<file path="src/rtl/uart_tx_axi.sv">
// rtl/uart_tx_axi.sv - AXI4-lite write master handing one byte at a time to the UART Lite TX FIFO
// Define UART_TX_STATUS_POLL_EN to poll the status register for TX FIFO room before every write.
module uart_tx_axi #(
    parameter logic [3:0] TX_ADDR    = 4'h4,
    parameter logic [3:0] STAT_ADDR  = 4'h8,
    parameter int         TXFULL_BIT = 3
) (
    input  logic        clk,
    input  logic        rst,
    output logic [3:0]  uart_axi_awaddr,
    output logic        uart_axi_awvalid,
    input  logic        uart_axi_awready,
    output logic [31:0] uart_axi_wdata,
    output logic [3:0]  uart_axi_wstrb,
    output logic        uart_axi_wvalid,
    input  logic        uart_axi_wready,
    input  logic [1:0]  uart_axi_bresp,
    input  logic        uart_axi_bvalid,
    output logic        uart_axi_bready,
    output logic [3:0]  uart_axi_araddr,
    output logic        uart_axi_arvalid,
    input  logic        uart_axi_arready,
    input  logic [31:0] uart_axi_rdata,
    input  logic [1:0]  uart_axi_rresp,
    input  logic        uart_axi_rvalid,
    output logic        uart_axi_rready,
    input  logic [7:0]  data,
    input  logic        en,
    output logic        busy,
    output logic        done,
    output logic        err
);

    typedef enum logic [2:0] {IDLE, STAT_AR, STAT_R, WRITE, RESP} state_t;

    state_t     state;
    logic [7:0] byte_q;

    assign uart_axi_awaddr = TX_ADDR;
    assign uart_axi_wdata  = {24'h0, byte_q};
    assign uart_axi_wstrb  = 4'b0001;
    assign uart_axi_araddr = STAT_ADDR;

    // Only the full bit of the status word matters; the rest is deliberately ignored.
    logic unused_status;
    assign unused_status = ^{uart_axi_rdata, uart_axi_rresp, uart_axi_arready, uart_axi_rvalid};

`ifdef UART_TX_STATUS_POLL_EN
    logic arvalid_q;
    logic rready_q;
    assign uart_axi_arvalid = arvalid_q;
    assign uart_axi_rready  = rready_q;
`else
    assign uart_axi_arvalid = 1'b0;
    assign uart_axi_rready  = 1'b0;
`endif

    always_ff @(posedge clk or posedge rst) begin
        if (rst) begin
            state            <= IDLE;
            byte_q           <= 8'h00;
            uart_axi_awvalid <= 1'b0;
            uart_axi_wvalid  <= 1'b0;
            uart_axi_bready  <= 1'b0;
            busy             <= 1'b0;
            done             <= 1'b0;
            err              <= 1'b0;
`ifdef UART_TX_STATUS_POLL_EN
            arvalid_q        <= 1'b0;
            rready_q         <= 1'b0;
`endif
        end else begin
            done <= 1'b0;
            case (state)
                IDLE: begin
                    if (en) begin
                        byte_q <= data;
                        busy   <= 1'b1;
                        err    <= 1'b0;
`ifdef UART_TX_STATUS_POLL_EN
                        arvalid_q <= 1'b1;
                        state     <= STAT_AR;
`else
                        uart_axi_awvalid <= 1'b1;
                        uart_axi_wvalid  <= 1'b1;
                        state            <= WRITE;
`endif
                    end
                end
`ifdef UART_TX_STATUS_POLL_EN
                STAT_AR: begin
                    if (arvalid_q && uart_axi_arready) begin
                        arvalid_q <= 1'b0;
                        rready_q  <= 1'b1;
                        state     <= STAT_R;
                    end
                end
                STAT_R: begin
                    if (uart_axi_rvalid && rready_q) begin
                        rready_q <= 1'b0;
                        // A failed status read is treated like a full FIFO: ask again.
                        if (uart_axi_rresp != 2'b00 || uart_axi_rdata[TXFULL_BIT]) begin
                            arvalid_q <= 1'b1;
                            state     <= STAT_AR;
                        end else begin
                            uart_axi_awvalid <= 1'b1;
                            uart_axi_wvalid  <= 1'b1;
                            state            <= WRITE;
                        end
                    end
                end
`endif
                WRITE: begin
                    if (uart_axi_awready) uart_axi_awvalid <= 1'b0;
                    if (uart_axi_wready)  uart_axi_wvalid  <= 1'b0;
                    // Each channel is finished if already dropped or handshaking now.
                    if ((!uart_axi_awvalid || uart_axi_awready) &&
                        (!uart_axi_wvalid  || uart_axi_wready)) begin
                        uart_axi_bready <= 1'b1;
                        state           <= RESP;
                    end
                end
                RESP: begin
                    if (uart_axi_bvalid && uart_axi_bready) begin
                        uart_axi_bready <= 1'b0;
                        busy            <= 1'b0;
                        done            <= 1'b1;
                        err             <= (uart_axi_bresp != 2'b00);
                        state           <= IDLE;
                    end
                end
                default: state <= IDLE;
            endcase
        end
    end

endmodule
</file>
<file path="config.mk">
export PLATFORM = sky130hd
export DESIGN_NAME = uart_tx_axi
export DESIGN_NICKNAME = d
export VERILOG_FILES = /design/src/rtl/uart_tx_axi.sv
export SDC_FILE = /design/constraint.sdc
export NUM_CORES = 1
export LEC_CHECK = 0
export ABC_AREA = 0
export CORE_ASPECT_RATIO = 2
export CORE_MARGIN = 1
export CORE_UTILIZATION = 26
export DETAILED_ROUTE_END_ITERATION = 7
export HOLD_SLACK_MARGIN = 0.08
export PLACE_DENSITY_LB_ADDON = 0.25
export SLEW_MARGIN = 40
export SYNTH_ARGS = -nofsm -noshare
export SYNTH_HDL_FRONTEND = slang
export SYNTH_SLANG_ARGS = --single-unit
</file>
<file path="constraint.sdc">
create_clock -name clk -period 1.25 [get_ports clk]
set_input_delay 0.25 -clock clk [delete_from_list [all_inputs] [get_ports clk]]
set_output_delay 0.25 -clock clk [all_outputs]
set_load 0.05 [all_outputs]
</file>
# After elaboration in Yosys (flattened, before gate mapping)
# Cells that the tools add are included.
[totals] reg_bits=17 input_bits=52 out_inout_bits=52 word_cells=50
[op_classes] n_eq_ne=7 muxes=18 reduce_logical=17
[ops] operator="$reduce_and 3->1" n=5
[ops] operator="$ne 2x2->1 const B" n=5
[ops] operator="$pmux 1 s2" n=5
[ops] operator="$mux 1" n=9
[ops] operator="$mux 3" n=3
[ops] operator="$pmux 3 s3" n=1
[ops] operator="$reduce_bool 2->1" n=4
[ops] operator="$eq 3x2->1 const B" n=1
[ops] operator="$eq 3x3->1 const B" n=1
[ops] operator="$logic_not 3->1" n=1
[ops] operator="$logic_and 1x1->1" n=2
[ops] operator="$logic_not 1->1" n=2
[ops] operator="$logic_or 1x1->1" n=2
[ops] operator="$reduce_and 2->1" n=1

# Depth between registers and ports, before layout
[depth] word_depth=5 mapped_depth=5 mapped_depth_nobuf=3

# Least setup slack after synthesis
# Ideal clock, no wire load.
[synth_path] path_type="reg-to-reg" from="reg state[2]" to="reg byte_q[0]" setup_time_ps=125 arrival_ps=1127 t_required_ps=1125 slack_ps=-2 stages_incl_launch_ff=5 path_buffers=2 synth_period_minus_slack_ps=1252 cell_sequence="dfrtp_1 > buf_6 > nor3b_2 > buf_6 > mux2_4"
[synth_between] elab_chain_len=2
[synth_lines] item="from (decl)" line="36" text="state_t state;"
[synth_lines] item="from (signal assigned)" line="60" text="state <= IDLE;"
[synth_lines] item="from (signal assigned)" line="86" text="state <= WRITE;"
[synth_lines] item="from (signal assigned)" line="120" text="state <= RESP;"
[synth_lines] item="$logic_not 3->1" line="74" text="case (state)"
[synth_lines] item="$reduce_and 2->1 (no line)"
[synth_lines] item="to (signal assigned)" line="77" text="byte_q <= data;"
[synth_lines] item="to (decl)" line="37" text="logic [7:0] byte_q;"
# No other way between the ends.
# A chain may end at the register's enable or synchronous reset.

# Final worst setup path
[layout_path] from="reg state[2]" to="reg byte_q[7]"
# Same word-level chain as after synthesis.

==> reports/metrics.yaml <==
cts_tree: "built"
critPathLaunchType: "register"
finClkSkew_ns: 0.00116
setup_ws_ns: 0.0395
fin_crit_ns: 1.21
synthXorXnorAreaFrac: 0
min_path_type: "input pin to async pin"
htreeDepth: 1
ys_top_cells_by_count: "buf_4 (38), dfrtp_1 (16), mux2_4 (8), o21ai_0 (7)"
pwr-share-seq: 0.261
synth-simple-area-share: 0.0930
diodes: 0
synth_flop_cell: "dfrtp_1"
slowest_delay_ns: 0.39
power_density_nw_per_um2: 2850
maxCapViolations: 0
rsz0062_at_grt: "yes"
hpwl_um: 1500
drtAntennaViolNets: 0
muxShareOfSynthArea: 0.121
swShare: 0.442
synth_top_area_frac: 0.402
cts_setup_buffers: 0
grt_pass1_wl_um: 2750
design_area_um2: 1410
arrival_ns: 1.34
drc_errors: 0
dieArea_um2: 4100
ys_async_sr_fraction: 1.00
hold_viol: 0
root_buffer: "clkbuf_8"
grt_pass1_vias: 633
syn_area_per_cell_um2: 10.6
area_growth_pct: 42.0
tns_ns: 0
die_h_um: 89.5
nets: 182
synth_compound_area_frac: 0.0528
slew_violations: 0
antenna_found_initial: 0
synth_edf_count: 0
netlist_instances: 94
intPower_w: 0.00225
drive_above_1_share: 0.271
setup_viol: 0
initial_core_util: 0.273
wl_per_cell_um: 10.1
ctsHoldBuffers: 0
synth_top_family_by_area: "buffers and inverters"
pin_count: 104
cp_cell_sequence: "nor3b_2, buf_4, mux2_4"
period_share: 0.968
fp.dieW_um: 45.8
place.gp.congestion: 0.669
critPathRequiredTime_ns: 1.38
fmax_mhz: 826
yosysMostFrequentCell: "buf_4"
numPortBuffers: 29
clkSinkCount: 16
status: "finished, final reports clean"
clk_pin_slew_ns: 0.06
clk_latency_ns: 0.24
ys_seq_area_frac: 0.402
power.switching_w: 0.00178
rows: 31
p_clk_frac: 0.111
synth_fa_ha_area_frac: 0
slowest_stage: "dfrtp_1"
overflow: 0
vias_per_cell: 3.58
synth_cell_types: 17
drt_iter0_drc: 14
ys_seq_elements: 16
vias: 637
cts.path.max_buffers: 2
cts_inserted_buffers: 3
ir_drop_uv: 1190
yosys-top-cells-area: "dfrtp_1 (40%), buf_4 (29%), mux2_4 (12%), o21ai_0 (3.5%), buf_6 (2.3%)"
cp-end-kind: "register"
critPathMaxFanout: 5
grt_start_max_net_pins: 17
drt-total-wl_um: 1800
crit_type: "register to register"
first_pass_iters: 2
core_area_um2: 3650
place_worst_setup_slack_ns: -0.291
ys_warn_count: 0
dpl-instance-area_um2: 1360
p_leak_nw: 0.696
netlist_area_um2: 996
post-synth-top-area-cell: "dfrtp_1"
p_comb_frac: 0.628
grt.total_usage: 0.0925
n_fill_cell: 376
[layer usage]
metal	track usage	vias up	routed length, µm
met4	0.0481	0	27
met1	0.0940	300	600
li1	-	293	-
met3	0.0162	2	127
met5	0	-	0
met2	0.170	42	1050
[logic make-up after synthesis]
logic type	after synthesis
other	2
AOI/OAI and AO/OA	9
muxes	8
and+or+nand+nor	15
buffers and inverters	44
DFF	16
[power groups by stage]
stage | sequential, W | combinational (W) | clock [W]
floorplan | 0.00167 | 0.000849 | 0
global placement | 0.00106 | 0.00252 | 0
detailed placement | 0.00106 | 0.00255 | 0
CTS | 0.00106 | 0.00255 | 0.000461
global route | 0.00108 | 0.00264 | 0.000500
finish | 0.00105 | 0.00253 | 0.000448
[cell type report]
class / count / area, µm² / share of cell area
Inverter: 4 / 15.0 / 0.0106
Clock buffer: 4 / 55.1 / 0.0389
Sequential cell: 16 / 400 / 0.283
Tap cell: 49 / 61.3 / 0.0434
Timing Repair Buffer: 35 / 474 / 0.335
Multi-Input combinational cell: 70 / 408 / 0.288
[worst paths after layout]
kind	startpoint	to	slack, ns	depth (start not counted)
setup / recovery	state[2]	byte_q[7]	0.04	3
hold / removal	rst	byte_q[6]	0.33	3
setup reg to reg	state[2]	byte_q[7]	0.04	3
hold reg to reg	busy	busy	0.55	1
max in group asynchronous	rst	state[2]	0.74	3
min in group clk	en	state[1]	0.54	4
[cell usage in the layout, fill, tap and decap left out]
| master | n |
|---|---|
| nand3_1 | 1 |
| buf_12 | 14 |
| clkdlybuf4s50_1 | 14 |
| clkbuf_8 | 4 |
| a21o_2 | 1 |
| inv_1 | 4 |
| dfrtp_1 | 16 |
| nor2_1 | 4 |
| buf_4 | 6 |
| and2b_2 | 1 |
| nand2b_1 | 2 |
| o21ai_0 | 7 |
| nand4b_1 | 1 |
| mux2_4 | 8 |
| nand2_1 | 2 |
| dlygate4sd2_1 | 1 |
| nand3b_1 | 3 |
| nor3b_2 | 1 |
| conb_1 | 38 |
| a311oi_1 | 1 |
[what timing repair did]
action | CTS | global route
setup endpoints to repair | 8 | 8
gates resized for setup | 1 | 0
pin swaps | 0 | 1
[metrics by stage]
step                total power (W)  std cells  utilization  hold slack (ns)
global route                0.00422        178        0.388            0.352
finish                      0.00403        178        0.388            0.326
floorplan                   0.00251        130            -            0.164
CTS                         0.00407        178        0.388            0.325
detailed placement          0.00361        174        0.373            0.543
global placement            0.00357        174        0.373            0.542
[sequential cells by signal (all words and copies together) (netlist names)]
| name | count |
|---|---|
| uart_axi_bready | 1 |
| done | 1 |
| uart_axi_wvalid | 1 |
| uart_axi_awvalid | 1 |
| busy | 1 |
| byte_q | 8 |
| err | 1 |
| state | 2 |
[worst max-delay path, delay by kind of cell, from the launching register on]
family	cells	cell delay, ns
muxes	1	0.30
DFF	1	0.39
and+or+nand+nor	1	0.21
buffers and inverters	1	0.19
Power figures use the tool's default switching activity.
